<file path="config.mk">
export PLATFORM = sky130hd
export DESIGN_NAME = pipe_alu_rf
export DESIGN_NICKNAME = d
export VERILOG_FILES = /design/src/rtl/pipe_alu_rf.sv
export SDC_FILE = /design/constraint.sdc
export NUM_CORES = 1
export LEC_CHECK = 0
export CORE_MARGIN = 2
export CORE_UTILIZATION = 55
export CTS_BUF_LIST = sky130_fd_sc_hd__clkbuf_4 sky130_fd_sc_hd__clkbuf_8 sky130_fd_sc_hd__clkbuf_16
export CTS_CLUSTER_SIZE = 20
export DETAILED_ROUTE_END_ITERATION = 8
export PLACE_DENSITY = 0.73
export SLEW_MARGIN = 5
export SYNTH_ARGS = -nofsm -noshare
export SYNTH_HDL_FRONTEND = slang
export SYNTH_SLANG_ARGS = --single-unit
</file>
<file path="constraint.sdc">
create_clock -name clk -period 9.9 [get_ports clk]
set_input_delay 0.99 -clock clk [delete_from_list [all_inputs] [get_ports clk]]
set_output_delay 0.99 -clock clk [all_outputs]
set_load 0.005 [all_outputs]
</file>
<file path="src/rtl/pipe_alu_rf.sv">
// Register-file ALU with one-cycle ADD/SUB/MUL/LOAD and a
// multi-cycle restoring divider; sticky exception flags.
module pipe_alu_rf #(
   parameter  int WIDTH = 16,
   parameter  int NREG  = 16,
   localparam int AW    = $clog2(NREG)
) (
   input  logic             clk,
   input  logic             rst_n,
   input  logic             in_valid,
   output logic             in_ready,
   input  logic [2:0]       op,
   input  logic [AW-1:0]    rd,
   input  logic [AW-1:0]    rs1,
   input  logic [AW-1:0]    rs2,
   input  logic [WIDTH-1:0] imm,
   input  logic             cin,
   input  logic             bin,
   output logic             wb_valid,
   output logic [AW-1:0]    wb_addr,
   output logic [WIDTH-1:0] wb_data,
   output logic [WIDTH-1:0] rem_out,
   output logic [4:0]       exc,
   input  logic             exc_clr,
   input  logic [AW-1:0]    dbg_addr,
   output logic [WIDTH-1:0] dbg_data
);

   typedef enum logic {IDLE, DIV_RUN} state_t;

   localparam int CW = $clog2(WIDTH) + 1;
   localparam logic [CW-1:0] LAST = CW'(WIDTH - 1);

   localparam logic [2:0] OP_ADD  = 3'b000;
   localparam logic [2:0] OP_SUB  = 3'b001;
   localparam logic [2:0] OP_MUL  = 3'b010;
   localparam logic [2:0] OP_DIV  = 3'b011;
   localparam logic [2:0] OP_LOAD = 3'b100;

   state_t           state_q, state_d;
   logic [WIDTH-1:0] rf_q [NREG];
   logic [WIDTH-1:0] rf_d [NREG];
   logic [WIDTH-1:0] rem_q, rem_d;
   logic [WIDTH-1:0] quo_q, quo_d;
   logic [WIDTH-1:0] dvs_q, dvs_d;
   logic [WIDTH-1:0] rem_out_q, rem_out_d;
   logic [WIDTH-1:0] wb_data_q, wb_data_d;
   logic [AW-1:0]    drd_q, drd_d;
   logic [AW-1:0]    wb_addr_q, wb_addr_d;
   logic [CW-1:0]    cnt_q, cnt_d;
   logic             wb_valid_q, wb_valid_d;
   logic [4:0]       exc_q, exc_d, exc_set;

   logic [WIDTH-1:0]   a, b;
   logic [WIDTH:0]     sum, dif;
   logic [2*WIDTH-1:0] prod;

   logic [WIDTH-1:0] sx_rem, sx_quo, sx_dvs;
   logic [WIDTH-1:0] st_rem, st_quo;
   logic [WIDTH:0]   trial;
   logic             ge;

   logic             wr_en;
   logic [AW-1:0]    wr_addr;
   logic [WIDTH-1:0] wr_data;

   assign a    = rf_q[rs1];
   assign b    = rf_q[rs2];
   assign sum  = {1'b0, a} + {1'b0, b} + {{WIDTH{1'b0}}, cin};
   assign dif  = {1'b0, a} - {1'b0, b} - {{WIDTH{1'b0}}, bin};
   assign prod = {{WIDTH{1'b0}}, a} * {{WIDTH{1'b0}}, b};

   assign in_ready = (state_q == IDLE);
   assign wb_valid = wb_valid_q;
   assign wb_addr  = wb_addr_q;
   assign wb_data  = wb_data_q;
   assign rem_out  = rem_out_q;
   assign exc      = exc_q;
   assign dbg_data = rf_q[dbg_addr];

   // The first quotient bit is produced on the accepting edge.
   always_comb begin
      if (state_q == DIV_RUN) begin
         sx_rem = rem_q;
         sx_quo = quo_q;
         sx_dvs = dvs_q;
      end else begin
         sx_rem = '0;
         sx_quo = a;
         sx_dvs = b;
      end
      trial  = {sx_rem, sx_quo[WIDTH-1]};
      ge     = (trial >= {1'b0, sx_dvs});
      st_rem = ge ? (trial[WIDTH-1:0] - sx_dvs) : trial[WIDTH-1:0];
      st_quo = {sx_quo[WIDTH-2:0], ge};
   end

   always_comb begin
      state_d   = state_q;
      rf_d      = rf_q;
      rem_d     = rem_q;
      quo_d     = quo_q;
      dvs_d     = dvs_q;
      drd_d     = drd_q;
      cnt_d     = cnt_q;
      rem_out_d = rem_out_q;
      exc_set   = '0;
      wr_en     = 1'b0;
      wr_addr   = rd;
      wr_data   = '0;
      unique case (state_q)
         IDLE: begin
            if (in_valid) begin
               case (op)
                  OP_ADD: begin
                     wr_en      = 1'b1;
                     wr_data    = sum[WIDTH-1:0];
                     exc_set[0] = sum[WIDTH];
                  end
                  OP_SUB: begin
                     wr_en      = 1'b1;
                     wr_data    = dif[WIDTH-1:0];
                     exc_set[1] = dif[WIDTH];
                  end
                  OP_MUL: begin
                     wr_en      = 1'b1;
                     wr_data    = prod[WIDTH-1:0];
                     exc_set[2] = |prod[2*WIDTH-1:WIDTH];
                  end
                  OP_LOAD: begin
                     wr_en   = 1'b1;
                     wr_data = imm;
                  end
                  OP_DIV: begin
                     if (b == '0) begin
                        wr_en      = 1'b1;
                        wr_data    = '1;
                        rem_out_d  = a;
                        exc_set[3] = 1'b1;
                     end else begin
                        rem_d   = st_rem;
                        quo_d   = st_quo;
                        dvs_d   = b;
                        drd_d   = rd;
                        cnt_d   = CW'(1);
                        state_d = DIV_RUN;
                     end
                  end
                  default: exc_set[4] = 1'b1;
               endcase
            end
         end
         DIV_RUN: begin
            rem_d = st_rem;
            quo_d = st_quo;
            cnt_d = cnt_q + CW'(1);
            if (cnt_q == LAST) begin
               wr_en     = 1'b1;
               wr_addr   = drd_q;
               wr_data   = st_quo;
               rem_out_d = st_rem;
               state_d   = IDLE;
            end
         end
         default: state_d = IDLE;
      endcase

      wb_valid_d = wr_en;
      wb_addr_d  = wb_addr_q;
      wb_data_d  = wb_data_q;
      if (wr_en) begin
         rf_d[wr_addr] = wr_data;
         wb_addr_d     = wr_addr;
         wb_data_d     = wr_data;
      end

      // A new flag outranks a simultaneous clear.
      exc_d = (exc_clr ? 5'b0 : exc_q) | exc_set;
   end

   always_ff @(posedge clk or negedge rst_n) begin
      if (!rst_n) begin
         state_q    <= IDLE;
         for (int i = 0; i < NREG; i++) rf_q[i] <= '0;
         rem_q      <= '0;
         quo_q      <= '0;
         dvs_q      <= '0;
         drd_q      <= '0;
         cnt_q      <= '0;
         rem_out_q  <= '0;
         wb_valid_q <= 1'b0;
         wb_addr_q  <= '0;
         wb_data_q  <= '0;
         exc_q      <= '0;
      end else begin
         state_q    <= state_d;
         rf_q       <= rf_d;
         rem_q      <= rem_d;
         quo_q      <= quo_d;
         dvs_q      <= dvs_d;
         drd_q      <= drd_d;
         cnt_q      <= cnt_d;
         rem_out_q  <= rem_out_d;
         wb_valid_q <= wb_valid_d;
         wb_addr_q  <= wb_addr_d;
         wb_data_q  <= wb_data_d;
         exc_q      <= exc_d;
      end
   end

endmodule

</file>
==> qor.csv <==
stage,metric,value,unit
timing,rsz0062_at_grt,no,
critical_path,crit_type,input port to register,
run,drv_cap,0,
floorplanning,die_h,244,um
drt,wl_per_cell,27.2,um
logic_synthesis,yosys.area.top_type,dfrtp_1,
cts,clock_sink_count,356,
logic_synthesis,synth_seq_cells,356,
critical_path,cp_slowest_stage_delay,0.93,ns
drt,route.vias.total,24600,
logic_synthesis,syn_area,31600,um^2
logic_synthesis,synth_most_common_cell,dfrtp_1,
timing,clock-skew-final,0.0398,ns
cts,cts_resized,0,
cts,ctsLongestPathBuffers,3,
floorplanning,core_area,56600,um^2
critical_path,cpMaxStageDelayCell,clkdlybuf4s50_1,
drt,dr.pass1.iters,8,
global_route,grt_max_degree,152,
floorplanning,io_pins,100,
critical_path,end_kind,register,
cts,clk_pin_slew,0.06,ns
pwr,ir_worst_vdd,0.216,mV
placement,post-place-ws,0.230,ns
cts,cts_made_buffers,41,
cts,clock-root-buffer,clkbuf_16,
logic_synthesis,synth_cells,2877,
critical_path,cp-start-kind,input port,
timing,final.setup.tns,0,ns
global_route,gr-usage-all-layers,34.8,%
layout,multi_input_area,20700,um^2
global_route,grt_pass1_vias,25800,
global_route,grt_pass1_wl,157000,um
timing,hold_viol,0,
drt,viasPerCell,6.58,
logic_synthesis,async_flop_share,100,%
logic_synthesis,synth_nets,3283,
timing,maxSlewViolCount,0,
critical_path,cp.required,10.35,ns
critical_path,cp_num_buf_inv,6,
timing,worst_slack,0.526,ns
placement,place_congestion,1.00,
timing,fin_hold_ws,0.476,ns
drt,antenna_left,0,
logic_synthesis,synthDistinctLibCells,85,
timing,finalSetupViolCount,0,
pwr,cellPowerDensity,199,nW/um^2
timing,fin_crit,9.37,ns
floorplanning,row_count,87,
logic_synthesis,synth_top_area_share,28.2,%
logic_synthesis,yosys-top-cells-count,"356 x dfrtp_1, 306 x inv_1, 253 x nor2_1",
critical_path,cp_max_fo,12,
cts,htree_levels,2,
drt,drc,0,
drt,drt_iter0_markers,2794,
timing,fin_crit_sh,94.7,%
cts,cts_hold_buf,0,
layout,ff_latch_area,8910,um^2
logic_synthesis,synth_area_leaders,"dfrtp_1 28%, mux4_2 15%, fa_1 13%, mux2_2 8.9%, ha_1 6.6%",
critical_path,crit_family,adder cells,
drt,routed_wl,102000,um
logic_synthesis,synth.avg_cell_area,11.0,um^2
logic_synthesis,yosysWarnings,0,
global_route,grt_overflow,0,
hold_path,worstHoldPathType,register to register,
pwr,leakagePower,16.0,nW
layout,fillers,4569,
floorplanning,die_w,244,um
floorplanning,dieArea,59400,um^2
logic_synthesis,synth_edf_count,0,
floorplanning,initial_core_util,55.8,%
layout,final_nets,3361,
timing,slew_headroom,25.0,%
logic_synthesis,synth_ff_type,dfrtp_1,
cts,cts_tree,built,
layout,finish.utilization,61.7,%
placement,hpwlAfterDp,72900,um
layout,syn_to_final_growth,10.6,%
layout,layout-drive-gt1-share,23.3,%
timing,fmax,107,MHz
critical_path,crit_path_frequent_cell,fa_1,
placement,io_buffers,99,
cts,post_cts_buffers,0,
logic_synthesis,seq_area_frac_synth,28.2,%
timing,worst_pin_slew,1.13,ns
run_status,status,"finished, final reports clean",
global_route,grt_antenna_before_repair,1,
cts,clock_latency,0.59,ns
critical_path,arrival,9.82,ns
[layer usage]
layer | vias to the layer above | GRT usage (%) | share of wire (%)
met4 | 0 | 17.8 | 5.9
met2 | 1449 | 55.7 | 47
met5 | - | 0 | 0
met3 | 362 | 7.07 | 9.6
met1 | 12500 | 45.0 | 38
li1 | 10300 | - | -
[cells in the final DEF (no fill, tap or decap), types with 35 or more instances in the layout]
cell and count:
inv_1 306, buf_4 104, mux2i_1 35, o21ai_0 90
mux4_2 211, dfrtp_1 355, clkdlybuf4s50_1 91, xnor2_1 38
a21oi_1 104, mux2_1 35, a21o_1 43, clkbuf_16 41
mux2_2 251, fa_1 199, nor2_1 250, ha_1 166
nand2_1 234
[power breakdown]
part / total, mW / leakage, nW / internal (mW) / switching [mW]
registers: 2.04 / 4.80 / 1.77 / 0.276
clock network: 1.50 / 0.656 / 0.863 / 0.638
logic: 3.41 / 10.5 / 1.47 / 1.93
total: 6.95 / 16.0 / 4.10 / 2.85
[registers in the layout (all words and copies together) (netlist names), 4 cells and up]
register  flops
wb_data      16
rem_q        16
rem_out      16
cnt_q         5
wb_addr       4
quo_q        16
dvs_q        16
drd_q         4
exc           5
rf_q        256
[area by class of cell]
type	instances	area share, %
inverter	326	3.50
tap	756	2.71
clock buffer	55	3.38
timing repair buffer	204	5.17
sequential	356	25.5
clock inverter	14	0.330
antenna	1	0.00716
multi-input combinational	2026	59.4
[stage by stage]
step                      area (um^2)  std cells  total power [mW]
after global routing            34900       3737              7.38
after floorplan                 31600       2877              4.28
after detailed placement        33600       3668              5.39
final                           34900       3738              6.95
after CTS                       34900       3737              6.91
after global placement          33600       3668              5.27
[path summary, 6_finish.rpt]
path | start | end | slack, ns | cells after the start
worst max register to register | rf_q[88] | exc[2] | 1.31 | 24
worst max-delay path | rs2[2] | exc[2] | 0.53 | 27
worst min register to register | wb_data[9] | wb_data[9] | 0.48 | 1
worst min-delay path | wb_data[9] | wb_data[9] | 0.48 | 1
min in group asynchronous | rst_n | wb_valid | 0.50 | 1
max in group asynchronous | rst_n | rf_q[225] | 7.82 | 2
[cells by family after synthesis]
group / count (synthesis) / synth area share [%]
and+or+nand+nor: 635 / 9.03
muxes: 532 / 26.3
buffers and inverters: 495 / 6.25
AOI/OAI and AO/OA: 437 / 9.42
adders and majority gates: 365 / 19.2
DFF: 356 / 28.2
xor gates and xnor gates: 57 / 1.58
(Power assumes the default switching activity.)
